[src/rtl/pc_btb.sv]
// -----------------------------------------------------------------------------
// pc_btb
//
// Fetch-address generator for the IF stage. It holds the program counter and
// advances it by 4 each cycle. A small direct-mapped branch target buffer
// (BTB) with 2-bit saturating counters steers the PC. Execute-stage redirects
// and hazard-unit stalls can override the next PC. Branch-resolution updates
// train the BTB.
//
// Parameters
//   XLEN          address width (>= log2(BTB_ENTRIES)+3)
//   RESET_VECTOR  addrOut value after reset (bits [1:0] zero)
//   BTB_ENTRIES   BTB depth, power of 2, >= 2
//
// Ports
//   clk           clock, all state updates on the rising edge
//   resetIn       synchronous active-high reset
//   locker        1 = advance, 0 = hold the PC (X/Z behaves as advance)
//   redirect      EX-stage redirect request
//   redirectAddr  redirect target (bits [1:0] ignored)
//   updValid      train the BTB this cycle
//   updPc         PC of the resolved branch
//   updTarget     resolved taken target (bits [1:0] ignored)
//   updTaken      resolved branch was taken
//   addrOut       registered fetch PC
//   predTaken     combinational taken prediction for addrOut
//   resetOut      resetIn delayed by one cycle
// -----------------------------------------------------------------------------
module pc_btb #(
  parameter int               XLEN         = 32,
  parameter logic [XLEN-1:0]  RESET_VECTOR = {XLEN{1'b0}},
  parameter int               BTB_ENTRIES  = 8
) (
  input  logic            clk,
  input  logic            resetIn,
  input  logic            locker,
  input  logic            redirect,
  input  logic [XLEN-1:0] redirectAddr,
  input  logic            updValid,
  input  logic [XLEN-1:0] updPc,
  input  logic [XLEN-1:0] updTarget,
  input  logic            updTaken,
  output logic [XLEN-1:0] addrOut,
  output logic            predTaken,
  output logic            resetOut
);

  localparam int IDXW = $clog2(BTB_ENTRIES);
  localparam int TAGW = XLEN - IDXW - 2;
  localparam int TGTW = XLEN - 2;

  localparam logic [XLEN-1:0] PC_STEP = {{(XLEN-3){1'b0}}, 3'b100};

  // Even parity over the non-reset payload of an entry. A corrupted tag or
  // target then reads as a miss instead of a bogus prediction.
  function automatic logic entry_parity(input logic [TAGW-1:0] tag,
                                        input logic [TGTW-1:0] tgt);
    return ^{tag, tgt};
  endfunction

  // Saturating increment of a 2-bit counter.
  function automatic logic [1:0] ctr_inc(input logic [1:0] c);
    logic [1:0] r;
    if (c == 2'd3) begin
      r = 2'd3;
    end else begin
      r = c + 2'd1;
    end
    return r;
  endfunction

  // Saturating decrement of a 2-bit counter.
  function automatic logic [1:0] ctr_dec(input logic [1:0] c);
    logic [1:0] r;
    if (c == 2'd0) begin
      r = 2'd0;
    end else begin
      r = c - 2'd1;
    end
    return r;
  endfunction

  // Architectural state
  logic [XLEN-1:0]        addr_r;
  logic                   reset_dly_r;
  logic [BTB_ENTRIES-1:0] valid_r;
  logic [1:0]             ctr_r [BTB_ENTRIES];
  logic [TAGW-1:0]        tag_r [BTB_ENTRIES];
  logic [TGTW-1:0]        tgt_r [BTB_ENTRIES];
  logic [BTB_ENTRIES-1:0] par_r;

  // Lookup side
  logic [IDXW-1:0]        lk_idx_s;
  logic [TAGW-1:0]        lk_tag_s;
  logic                   lk_hit_s;
  logic                   pred_s;

  // Update side
  logic [IDXW-1:0]        upd_idx_s;
  logic [TAGW-1:0]        upd_tag_s;
  logic                   upd_hit_s;
  logic                   entry_we_s;
  logic                   ctr_we_s;
  logic [1:0]             ctr_nxt_s;

  logic [XLEN-1:0]        pc_nxt_s;

  // The low address bits of these inputs are don't-care by definition.
  logic                   unused_lsb_s;
  assign unused_lsb_s = ^{redirectAddr[1:0], updPc[1:0], updTarget[1:0]};

  assign lk_idx_s  = addr_r[IDXW+1:2];
  assign lk_tag_s  = addr_r[XLEN-1:IDXW+2];
  assign upd_idx_s = updPc[IDXW+1:2];
  assign upd_tag_s = updPc[XLEN-1:IDXW+2];

  // Combinational BTB lookup on the current fetch PC.
  always_comb begin
    lk_hit_s = valid_r[lk_idx_s]
               && (tag_r[lk_idx_s] == lk_tag_s)
               && (par_r[lk_idx_s] == entry_parity(tag_r[lk_idx_s], tgt_r[lk_idx_s]));
    // Counter values 2 and 3 both mean "taken".
    pred_s   = lk_hit_s && ctr_r[lk_idx_s][1];
  end

  // Tag check for the entry addressed by the resolved branch.
  always_comb begin
    upd_hit_s = valid_r[upd_idx_s]
                && (tag_r[upd_idx_s] == upd_tag_s)
                && (par_r[upd_idx_s] == entry_parity(tag_r[upd_idx_s], tgt_r[upd_idx_s]));
  end

  // Training decision: which fields of the selected entry change.
  always_comb begin
    entry_we_s = 1'b0;
    ctr_we_s   = 1'b0;
    ctr_nxt_s  = ctr_r[upd_idx_s];
    if (updValid) begin
      if (upd_hit_s) begin
        ctr_we_s = 1'b1;
        if (updTaken) begin
          entry_we_s = 1'b1;
          ctr_nxt_s  = ctr_inc(ctr_r[upd_idx_s]);
        end else begin
          ctr_nxt_s  = ctr_dec(ctr_r[upd_idx_s]);
        end
      end else if (updTaken) begin
        // Allocate, or evict an aliasing entry, as weakly taken.
        entry_we_s = 1'b1;
        ctr_we_s   = 1'b1;
        ctr_nxt_s  = 2'd2;
      end else begin
        // Not-taken miss: no allocation.
        entry_we_s = 1'b0;
      end
    end else begin
      entry_we_s = 1'b0;
    end
  end

  // Next-PC selection, highest priority first.
  always_comb begin
    pc_nxt_s = addr_r;
    if (resetIn) begin
      pc_nxt_s = RESET_VECTOR;
    end else if (redirect) begin
      // A flush beats a stall.
      pc_nxt_s = {redirectAddr[XLEN-1:2], 2'b00};
    end else if (locker == 1'b0) begin
      // An X/Z locker makes this condition unknown, so the advance path is
      // taken rather than the hold.
      pc_nxt_s = addr_r;
    end else if (pred_s) begin
      pc_nxt_s = {tgt_r[lk_idx_s], 2'b00};
    end else begin
      pc_nxt_s = addr_r + PC_STEP;
    end
  end

  // PC register and reset delay for IF_ID.
  always_ff @(posedge clk) begin
    addr_r      <= pc_nxt_s;
    reset_dly_r <= resetIn;
  end

  // Valid bits and counters; reset discards a same-cycle update.
  always_ff @(posedge clk) begin
    if (resetIn) begin
      valid_r <= {BTB_ENTRIES{1'b0}};
      for (int i = 0; i < BTB_ENTRIES; i++) begin
        ctr_r[i] <= 2'd0;
      end
    end else begin
      if (entry_we_s) begin
        valid_r[upd_idx_s] <= 1'b1;
      end
      if (ctr_we_s) begin
        ctr_r[upd_idx_s] <= ctr_nxt_s;
      end
    end
  end

  // Tag, target and parity payload; no reset needed because valid gates it.
  always_ff @(posedge clk) begin
    if (entry_we_s && !resetIn) begin
      tag_r[upd_idx_s] <= upd_tag_s;
      tgt_r[upd_idx_s] <= updTarget[XLEN-1:2];
      par_r[upd_idx_s] <= entry_parity(upd_tag_s, updTarget[XLEN-1:2]);
    end
  end

  assign addrOut   = addr_r;
  assign predTaken = pred_s;
  assign resetOut  = reset_dly_r;

endmodule

[config.mk]
export PLATFORM = sky130hd
export DESIGN_NAME = pc_btb
export DESIGN_NICKNAME = d
export VERILOG_FILES = /design/src/rtl/pc_btb.sv
export SDC_FILE = /design/constraint.sdc
export NUM_CORES = 1
export LEC_CHECK = 0
export CORE_MARGIN = 2
export CORE_UTILIZATION = 55
export CTS_CLUSTER_DIAMETER = 30
export DETAILED_ROUTE_END_ITERATION = 10
export PLACE_DENSITY_LB_ADDON = 0.1
export SLEW_MARGIN = 20
export SYNTH_ARGS = -nofsm -noshare
export SYNTH_HDL_FRONTEND = slang
export SYNTH_SLANG_ARGS = --single-unit
[constraint.sdc]
create_clock -name clk -period 7.34 [get_ports clk]
set_clock_uncertainty 0.2 [all_clocks]
set_input_delay 1.468 -clock clk [delete_from_list [all_inputs] [get_ports clk]]
set_output_delay 1.468 -clock clk [all_outputs]
set_load 0.02 [all_outputs]
==> summary.md, run 1 <==
| Metric | Value |
|---|---|
| Post-route DRC | `0` |
| Worst r2r path cells | `14` |
| Clock sink count | `522` |
| Post-layout util | `0.671` |
| First-pass GRT wire length | `130 mm` |
| Crit path time final | `7.16 ns` |
| Layout cells sized above 1 | `0.226` |
| Critical Path Start Type | `flop` |
| Synth cell count leaders | `edfxtp_1, xnor2_1, mux2i_1` |
| Syn avg cell area | `14.6 um2` |
| Drt pass-1 iters | `6` |
| Rel. slew slack | `0.198` |
| Count leader, synth | `edfxtp_1` |
| Pins Over Slew Limit | `0` |
| Layout Area Growth over Synthesis | `21.0%` |
| WP data arrival | `between 5 and 6 ns` |
| R2R Path End | `addrOut[5]` |
| Port Buf Inserts | `127` |
| Cells along the critical path | `buf_4 -> mux2i_1 -> or4_1 -> nand2_1 -> a221oi_1 -> xnor3_1 -> xnor3_1 -> xnor3_1 -> xnor3_2 -> nor4_4 -> clkdlybuf4s50_1` |
| FF-to-FF setup slack | `1.78 ns` |
| DRT Wirelength | `89.4 mm` |
| Die Height | `~230 um` |
| Hold depth | `1` |
| Most Frequent Cell on Critical Path | `xnor3_1` |
| Max-cap viol count | `0` |
| Hold buffer count at cts | `0` |
| GRT Util Overall | `0.337` |
| Placed cell areas | `0.0307 mm2` |
| Warnings from Yosys | `0` |
| Starting density of the core | `0.555` |
| Hold WC Path Type | `flop to flop` |
| Synth Instances | `1947` |
| Sequential share of the synthesized area | `0.537` |
| Vias | `roughly 20000` |
| Total chip power | `a little under 10 mW` |
| # setup viols final | `0` |
| Via density | `6.67` |
| Library cells used by synthesis | `69` |
| CP Capture Type | `output port` |
| CTS max path bufs | `3` |
| Internal | `7.27 mW` |
| CTS tree | `done` |
| Largest cells by area after synthesis | `edfxtp_1, mux4_2, xnor2_1` |
| Post-synthesis register bit count | `522` |
| Max Fclk | `140 MHz` |
| Part of the power in the clock network | `0.494` |
| DRT iter0 DRCs | `between 2000 and 3000` |
| Post-route ant nets | `0` |
| Clock Root Buffer | `clkbuf_16` |
| CTS buffer count | `around 110` |
| Full die area | `0.0535 mm2` |
| Unrepaired setup endpoints after global routing | `false` |
| Synth area leader | `edfxtp_1` |
| Area fraction of the dominant cell type after synthesis | `0.507` |
| Largest stage delay on the critical path | `0.68 ns` |
| Peak supply drop | `between 0.2 and 0.25 mV` |
| H-tree depth | `3` |
| Routed len/inst | `30.6 um` |
| Row cnt | `just over 80` |
| Synthesized area | `0.0284 mm2` |
| NetSw | `2.47 mW` |
| CP max-delay cell | `clkdlybuf4s50_1` |
| Final-report hold violation count | `0` |
| Die width | `between 200 and 250 um` |
| Core Region | `0.0512 mm2` |
| GP Congestion | `0.960` |
| Final HPWL DP | `59.4 mm` |
| Worst hold start | `valid_r[2]` |
| Final setup TNS | `0 ns` |
| Final nets | `roughly 2300` |
| Diode count | `0` |
| Tcrit/Tclk final | `0.975` |
| Switching Share | `0.253` |
| WHS Endpoint | `valid_r[2]` |
| Comb power frac | `0.156` |
| Worst Path Required | `between 5 and 6 ns` |
| Most frequently used flop master after synthesis | `edfxtp_1` |
| PwrDens | `283 mW/mm2` |
| Grt ovf | `0` |
| Later-pin clock latency in the skew report | `0.66 ns` |
| Design Area, Final | `approximately 0.034 mm2` |
| Asr flop ratio synth | `0` |
| CP Class | `flop to output port` |
| CP Max Fanout | `19` |
| Slew @ Worst Pin | `~1.2 ns` |
| Vias in the first global route | `19400` |
| # IOs | `136` |
| Seq pwr share | `0.351` |
| Number of antenna violations at the first check in global routing | `1` |
| Leakage | `between 10 and 15 nW` |
| Outcome | `complete, no violations` |
| EDFF count, synth | `480` |
| Largest net degree at the start of global routing | `62` |
| Reg clk slew, reported paths | `0.04 ns` |
-- metal layers --
layer	GRT usage	vias up	wire length (um)	share of wire
met5	0	-	13	0.00015
li1	-	8166	-	-
met2	0.520	1191	40600	0.45
met3	0.0887	189	9940	0.11
met1	0.466	9929	35700	0.40
met4	0.119	2	3070	0.034
-- through the flow --
step	setup slack (ns)	std cells	hold slack [ns]
after floorplan	-0.0904	1948	0.243
after global placement	0.700	2726	0.258
after detailed placement	0.595	2726	0.271
after CTS	0.0356	2921	0.281
after global routing	0.0720	2922	0.297
final	0.184	2922	0.284
-- sequential cells by signal, indices dropped and copies added, names as in the netlist, named ones only --
signal    count
ctr_r        16
tag_r       216
addrOut      30
valid_r       8
resetOut      1
tgt_r       240
par_r         8
-- layout make-up --
cell class                 instances  area, um2
fill                            3565      16800
sequential                       522      15300
multi-input combinational       1275      12400
clock buffer                     121       2790
timing repair buffer             226       2120
tap                              680        851
clock inverter                    74        840
inverter                          24       92.6
-- worst max path at each step --
stage / from / slack, ns / endpoint
2_1_floorplan: updPc[4] / -0.09 / par_r[0]
3_3_place_gp: flop / 0.70 / predTaken
3_5_place_dp: updPc[2] / 0.60 / ctr_r[1][1]
4_1_cts: flop / 0.04 / predTaken
5_1_grt: flop / 0.07 / predTaken
6_report: flop / 0.18 / predTaken
-- power groups by stage --
stage	clock [mW]	combinational [mW]	sequential [mW]
after detailed placement	0	1.48	3.47
after CTS	4.85	1.49	3.41
after floorplan	0	1.00	3.44
after global placement	0	1.46	3.47
after global routing	5.00	1.59	3.42
final	4.81	1.52	3.41
-- critical path: cells and delay by family (launching register included) --
kind | cells | cell delay, ns
muxes | 1 | 0.33
and+or+nand+nor | 3 | 0.60
DFF | 1 | 0.62
xor gates and xnor gates | 4 | 1.52
buffers and inverters | 2 | 1.11
AOI/OAI and AO/OA | 1 | 0.62
-- cells by family (layout without fill, tap and decap cells) --
family | after synthesis | count (layout) | synth area share
buffers and inverters | 151 | 445 | 0.0288
AO/OA/AOI/OAI | 275 | 275 | 0.0687
XOR/XNOR | 313 | 313 | 0.101
AND/OR/NAND/NOR | 297 | 297 | 0.0535
multiplexers | 386 | 386 | 0.210
flip-flops | 522 | 522 | 0.537
adder cells (fa/ha/maj) | 2 | 2 | 0.000793
other | 1 | 2 | 0.000132
-- what timing repair did --
action | in CTS | in global routing
setup endpoints to repair | 0 | 1
resized for setup | 0 | 3
buffers inserted | 0 | 1
-- layout by cell type (no fill, tap or decap), types with 15 or more instances in the layout --
cell	n
a22oi_1	27
clkdlybuf4s50_1	122
a21oi_1	41
nand2_1	70
a221o_1	15
xor2_1	86
inv_1	19
mux4_2	152
nor3_1	35
nand3_1	16
clkinvlp_4	15
buf_4	92
o21ai_0	43
mux2_2	43
o22ai_1	28
a221oi_1	50
clkbuf_16	109
edfxtp_1	480
xnor2_1	218
nor2b_1	32
nor4_1	17
nor2_1	49
mux2i_1	181
clkinv_2	20
dfxtp_1	39
No activity file was read; power rests on OpenSTA's default activity.
==> run 2, diff against run 1 <==
--- a/config.mk
+++ b/config.mk
@@ -9,7 +9,9 @@
 export CORE_UTILIZATION = 55
 export CTS_CLUSTER_DIAMETER = 30
 export DETAILED_ROUTE_END_ITERATION = 10
+export GPL_TIMING_DRIVEN = 0
 export PLACE_DENSITY_LB_ADDON = 0.1
+export REMOVE_ABC_BUFFERS = 1
 export SLEW_MARGIN = 20
 export SYNTH_ARGS = -nofsm -noshare
 export SYNTH_HDL_FRONTEND = slang
==> run 2 against run 1 <==
Effect of this change:
- via count rose by 1.3%
- total power rose by 1.4%
- largest power group unchanged
- largest cell class unchanged
- critical endpoint unchanged
- hold slack improved by 0.0015 ns
- non-clock buffer count fell by 13
==> summary.md, run 2 (synthesis gave the netlist of run 1 again) <==
| Metric | Value |
|---|---|
| Grt ovf | `0 (unchanged)` |
| CP Class | `flop to output port (unchanged)` |
| Port Buf Inserts | `127 (unchanged)` |
| Worst Path Required | `5.67 ns (about the same)` |
| R2R Path End | `addrOut[29] (was addrOut[5])` |
| CTS max path bufs | `3 (unchanged)` |
| Final nets | `2249 (was 2257)` |
| Post-layout util | `0.683 (was 0.671)` |
| Via density | `6.76 (was 6.67)` |
| Outcome | `complete, no violations (unchanged)` |
| CP Max Fanout | `41 (was 19)` |
| Peak supply drop | `0.210 mV (was 0.241 mV)` |
| Largest stage delay on the critical path | `0.62 ns (was 0.68 ns)` |
| Max reg flops | `240 (unchanged)` |
| Cell family with most CP delay | `XOR/XNOR gates (unchanged)` |
| Max Fclk | `139 MHz (was 140 MHz)` |
| Die Height | `231 um (unchanged)` |
| Reg clk slew, reported paths | `0.05 ns (was 0.04 ns)` |
| CTS buffer count | `110 (was 105)` |
| Final setup TNS | `0 ns (unchanged)` |
| Pre-CTS setup slack | `-0.200 ns (was 0.595 ns)` |
| Tcrit/Tclk final | `0.981 (was 0.975)` |
| Buffer and inverter count on the worst path | `4 (was 2)` |
| GRT Util Overall | `0.342 (was 0.337)` |
| Number of antenna violations at the first check in global routing | `4 (was 1)` |
| Worst setup path end | `predTaken (unchanged)` |
| Worst r2r path cells | `14 (unchanged)` |
| Clock sink count | `522 (unchanged)` |
| Critical Path Start Type | `flop (unchanged)` |
| FF-to-FF setup slack | `1.90 ns (was 1.78 ns)` |
| Leakage | `11.7 nW (was 11.6 nW)` |
| First-pass GRT wire length | `132 mm (was 130 mm)` |
| Row cnt | `83 (unchanged)` |
| Layout Area Growth over Synthesis | `23.0% (was 21.0%)` |
| Post-route DRC | `0 (unchanged)` |
| Unrepaired setup endpoints after global routing | `false (unchanged)` |
| Starting density of the core | `0.555 (unchanged)` |
| Final HPWL DP | `61.8 mm (was 59.4 mm)` |
| # IOs | `136 (unchanged)` |
| Drt pass-1 iters | `7 (was 6)` |
| WP data arrival | `5.53 ns (was 5.49 ns)` |
| DRT iter0 DRCs | `2606 (was 2714)` |
| Post-route ant nets | `0 (unchanged)` |
| CP max-delay cell | `clkdlybuf4s50_1 (unchanged)` |
| Slew @ Worst Pin | `1.23 ns (was 1.19 ns)` |
| Vias | `19700 (was 19500)` |
| Later-pin clock latency in the skew report | `0.66 ns (about the same)` |
| Rel. slew slack | `0.180 (was 0.198)` |
| Top reg by flops | `tgt_r (unchanged)` |
| Cells along the critical path | `buf_16 -> buf_16 -> mux4_1 -> o21ai_1 -> xor2_1 -> xnor2_1 -> xnor2_1 -> xnor3_1 -> xnor3_2 -> nor4_4 -> buf_6 -> clkdlybuf4s50_1 (was buf_4 -> mux2i_1 -> or4_1 -> nand2_1 -> a221oi_1 -> xnor3_1 -> xnor3_1 -> xnor3_1 -> xnor3_2 -> nor4_4 -> clkdlybuf4s50_1)` |
| Worst path depth | `12 (was 11)` |
| Routed len/inst | `31.0 um (was 30.6 um)` |
| Hold WC Path Type | `flop to flop (unchanged)` |
| Vias in the first global route | `19300 (was 19400)` |
| # setup viols final | `0 (unchanged)` |
| Largest net degree at the start of global routing | `70 (was 62)` |
| Core Region | `0.0512 mm2 (unchanged)` |
| Most frequent cells in the layout | `edfxtp_1, xnor2_1, mux2i_1, mux4_2, clkdlybuf4s50_1 (unchanged)` |
| DRT Wirelength | `90.6 mm (was 89.4 mm)` |
| Crit path time final | `7.20 ns (was 7.16 ns)` |
| Sequential standard cell area | `0.0153 mm2 (unchanged)` |
| Commonest non-fill, non-tap cell in the layout | `edfxtp_1 (unchanged)` |
| Final-report hold violation count | `0 (unchanged)` |
| Full die area | `0.0535 mm2 (unchanged)` |
| Max-cap viol count | `0 (unchanged)` |
| Layout cells sized above 1 | `0.228 (was 0.226)` |
| H-tree depth | `3 (unchanged)` |
| CP Capture Type | `output port (unchanged)` |
| Pins Over Slew Limit | `0 (unchanged)` |
| Clock Root Buffer | `clkbuf_16 (unchanged)` |
| Area occupied by multi-input gates | `0.0125 mm2 (was 0.0124 mm2)` |
| GP Congestion | `0.932 (was 0.960)` |
| CTS tree | `done (unchanged)` |
| Fin worst setup slack | `0.138 ns (was 0.184 ns)` |
| Hold buffer count at cts | `0 (unchanged)` |
| Fillers | `3491 (was 3565)` |
| Die width | `231 um (unchanged)` |
| PwrDens | `283 mW/mm2 (about the same)` |
-- run 2: metal layers --
metal / global-route usage / part of all wire / up-vias
li1: - / - / 8161
met1: 0.485 / 0.39 / 9987
met2: 0.510 / 0.45 / 1365
met3: 0.0786 / 0.12 / 219
met4: 0.144 / 0.040 / 2
met5: 0 / 0.00014 / -
-- run 2: through the flow --
| step | total power [mW] | area [um2] | cells | hold slack [ns] |
|---|---|---|---|---|
| 2_1_floorplan | 4.41 | 27700 | 1821 | 0.243 |
| 6_report | 9.88 | 34900 | 2921 | 0.285 |
| 3_5_place_dp | 4.95 | 31100 | 2705 | 0.264 |
| 3_3_place_gp | 4.97 | 29800 | 2628 | 0.258 |
| 5_1_grt | 10.1 | 34900 | 2920 | 0.311 |
| 4_1_cts | 9.88 | 34900 | 2914 | 0.279 |
-- run 2: what timing repair did --
action / in CTS / in global routing
endpoints found under the setup margin: 1 / 1
gates cloned: 0 / 0
hold endpoints to repair: 0 / 0
pin swaps: 1 / 0
buffers inserted: 4 / 4
resized for setup: 5 / 9
-- run 2: worst min path at each step --
| stage | start | endpoint | depth (start not counted) | slack [ns] |
|---|---|---|---|---|
| floorplan | valid_r[3] | valid_r[3] | 1 | 0.24 |
| global placement | valid_r[7] | valid_r[7] | 1 | 0.26 |
| detailed placement | valid_r[7] | valid_r[7] | 1 | 0.26 |
| CTS | valid_r[7] | valid_r[7] | 1 | 0.28 |
| global route | valid_r[3] | valid_r[3] | 1 | 0.31 |
| finish | valid_r[7] | valid_r[7] | 1 | 0.29 |
-- run 2: cell type report --
type,instances,area share
tap,680,0.0243
timing repair buffer,213,0.0724
clock inverter,87,0.0272
sequential,522,0.437
clock buffer,118,0.0799
multi-input combinational,1275,0.356
inverter,24,0.00290
antenna,2,0.000143
-- run 2: power breakdown --
| part | total (mW) | switching (mW) | internal [mW] | leakage [nW] |
|---|---|---|---|---|
| registers | 3.41 | 0.0617 | 3.35 | 4.69 |
| logic | 1.54 | 0.834 | 0.705 | 5.26 |
| clock network | 4.93 | 1.68 | 3.25 | 1.79 |
==> run 3, diff against run 2 <==
==> constraint.sdc (replaced) <==
create_clock -name clk -period 8.53 [get_ports clk]
set_clock_uncertainty 0.2 [all_clocks]
set_input_delay 1.706 -clock clk [delete_from_list [all_inputs] [get_ports clk]]
set_output_delay 1.706 -clock clk [all_outputs]
set_load 0.02 [all_outputs]
==> run 3 against run 2 <==
Effect of this change:
- sequential share of layout area increased by 0.15 points
- core utilization decreased by 0.23 points
- routed wire length decreased by 0.54%
- worst setup slack improved by 0.35 ns
- clock-buffer cell count unchanged
- clock power decreased by 14%
- critical path type unchanged
- critical endpoint unchanged
- largest cell class unchanged
- highest routed layer unchanged
==> summary.md, run 3 (synthesis gave the netlist of run 1 again) <==
| Metric | Value |
|---|---|
| Pins Over Slew Limit | `0 (unchanged)` |
| Reg clk slew, reported paths | `0.05 ns (about the same)` |
| Post-cts sizing count | `0 (was 5)` |
| Grt ovf | `0 (unchanged)` |
| Vias in the first global route | `19200 (was 19300)` |
| Crit path time final | `8.05 ns` |
| First-pass GRT wire length | `131 mm (was 132 mm)` |
| Post-route DRC | `0 (unchanged)` |
| Via density | `6.78 (was 6.76)` |
| CP Class | `flop to output port (unchanged)` |
| GRT Util Overall | `0.340 (was 0.342)` |
| M1 GR Usage | `0.481 (was 0.485)` |
| Met3 usage | `0.0775 (was 0.0786)` |
| CP Capture Type | `output port (unchanged)` |
| CP Max Fanout | `41 (unchanged)` |
| Largest net degree at the start of global routing | `70 (unchanged)` |
| Die Height | `231 um (unchanged)` |
| WHS Endpoint | `valid_r[7] (unchanged)` |
| Busiest metal layer after global routing | `met2 (unchanged)` |
| # IOs | `136 (unchanged)` |
| Max reg flops | `240 (unchanged)` |
| Hold WC Path Type | `flop to flop (unchanged)` |
| Critical Path Start Type | `flop (unchanged)` |
| Post-route ant nets | `0 (unchanged)` |
| Layout Area Growth over Synthesis | `22.6% (was 23.0%)` |
| Port Buf Inserts | `127 (unchanged)` |
| Row cnt | `83 (unchanged)` |
| Full die area | `0.0535 mm2 (unchanged)` |
| Worst Path Required | `6.62 ns (was 5.67 ns)` |
| Die width | `231 um (unchanged)` |
| # setup viols final | `0 (unchanged)` |
| Rel. slew slack | `0.197 (was 0.180)` |
| DRT iter0 DRCs | `2613 (was 2606)` |
| Vias | `19800 (was 19700)` |
| FF-to-FF setup slack | `2.59 ns (was 1.90 ns)` |
| Layout cells sized above 1 | `0.223 (was 0.228)` |
| GR Util met2 | `0.508 (was 0.510)` |
| Final nets | `2242 (was 2249)` |
| Routed len/inst | `30.9 um (was 31.0 um)` |
| Starting density of the core | `0.555 (unchanged)` |
| Tcrit/Tclk final | `0.943` |
| Worst hold start | `valid_r[7] (unchanged)` |
| Hold buffer count at cts | `0 (unchanged)` |
| Slew @ Worst Pin | `1.20 ns (was 1.23 ns)` |
| Final-report hold violation count | `0 (unchanged)` |
| Top reg by flops | `tgt_r (unchanged)` |
| DRT Wirelength | `90.1 mm (was 90.6 mm)` |
| Worst r2r path cells | `15 (was 14)` |
| Core Region | `0.0512 mm2 (unchanged)` |
| CTS buffer count | `110 (unchanged)` |
| Max Fclk | `about 120 MHz` |
| R2R Path End | `addrOut[3] (was addrOut[29])` |
| Clock sink count | `522 (unchanged)` |
| GP Congestion | `0.932 (unchanged)` |
| CTS tree | `done (unchanged)` |
| Drt pass-1 iters | `7 (unchanged)` |
| Peak supply drop | `0.180 mV (was 0.210 mV)` |
| Total chip power | `8.49 mW (was 9.88 mW)` |
| Final HPWL DP | `61.8 mm (unchanged)` |
| Min Hold Slack | `0.283 ns (was 0.285 ns)` |
| Unrepaired setup endpoints after global routing | `false (unchanged)` |
| Most frequent cells in the layout | `edfxtp_1, xnor2_1, mux2i_1, mux4_2, clkdlybuf4s50_1 (unchanged)` |
| Later-pin clock latency in the skew report | `0.66 ns (about the same)` |
| Outcome | `complete, no violations (unchanged)` |
| Max-cap viol count | `0 (unchanged)` |
| CTS max path bufs | `3 (unchanged)` |
| Number of antenna violations at the first check in global routing | `4 (unchanged)` |
| Final setup TNS | `0 ns (unchanged)` |
| WP data arrival | `6.14 ns (was 5.53 ns)` |
| Commonest non-fill, non-tap cell in the layout | `edfxtp_1 (unchanged)` |
| Leakage | `11.7 nW (about the same)` |
| PwrDens | `244 mW/mm2 (was 283 mW/mm2)` |
| Hold depth | `1 (unchanged)` |
| Clock Root Buffer | `clkbuf_16 (unchanged)` |
| H-tree depth | `3 (unchanged)` |
==> run 3: cell types whose count changed in the layout (fill, tap and decap cells not counted), moves of 2 or more <==
| cell | change |
|---|---|
| o21ai_0 | +4 |
| a221oi_2 | -2 |
| a221oi_1 | +2 |
| buf_4 | -5 |
| o21ai_1 | -4 |
==> run 3: worst max-delay path, cell delays in order (launching register included) <==
cell and delay (ns):
dfxtp_4 0.41, buf_16 0.21, buf_16 0.26, nand2_1 0.71
or3_1 0.22, o211ai_1 0.07, or4_1 0.59, xnor3_1 0.57
xnor3_1 0.37, xnor3_1 0.29, xnor3_2 0.51, nor4_4 0.33
buf_6 0.21, clkdlybuf4s50_1 0.62
==> run 3: per-stage QoR <==
stage                util  worst slack [ns]  cells  cell area (um2)
floorplan               -             -1.60   1821            27700
global placement    0.582            -10.39   2628            29800
detailed placement  0.607             0.752   2705            31100
CTS                 0.680             0.134   2910            34800
global route        0.680             0.380   2913            34800
finish              0.680             0.484   2914            34800
==> run 3: layer usage <==
metal  vias to the layer above  share of wire  routed length, um
met3                       217           0.11              10200
met1                     10000           0.40              35800
met4                         2          0.041               3690
met5                         -        0.00014                 13
met2                      1344           0.45              40400
li1                       8141              -                  -
==> run 3: what timing repair did <==
| item | 4_1_cts | 5_1_grt |
|---|---|---|
| buffers inserted | 0 | 1 |
| pin swaps | 1 | 1 |
| endpoints found under the setup margin | 1 | 1 |
==> run 3: final cells by class <==
| class | count | area, um2 |
|---|---|---|
| Antenna cell | 2 | 5.00 |
| Clock buffer | 118 | 2790 |
| Timing Repair Buffer | 206 | 2440 |
| Tap cell | 680 | 851 |
| Clock inverter | 87 | 950 |
| Sequential cell | 522 | 15300 |
| Multi-Input combinational cell | 1275 | 12400 |
| Inverter | 24 | 93.8 |
| Fill cell | 3508 | 16400 |
==> run 3: how the worst max path moves through the flow <==
stage                               to  slack (ns)  cells after the start
after floorplan              predTaken       -1.60                      9
after global placement    tgt_r[0][26]      -10.39                      4
after detailed placement     predTaken        0.75                     13
after CTS                    predTaken        0.13                     13
after global routing         predTaken        0.38                     13
final                        predTaken        0.48                     13
==> run 3: report_power, final <==
group / total [mW] / switching (mW) / internal (mW)
registers: 2.94 / 0.0565 / 2.88
logic: 1.31 / 0.710 / 0.601
clock network: 4.24 / 1.44 / 2.80
total: 8.49 / 2.21 / 6.28
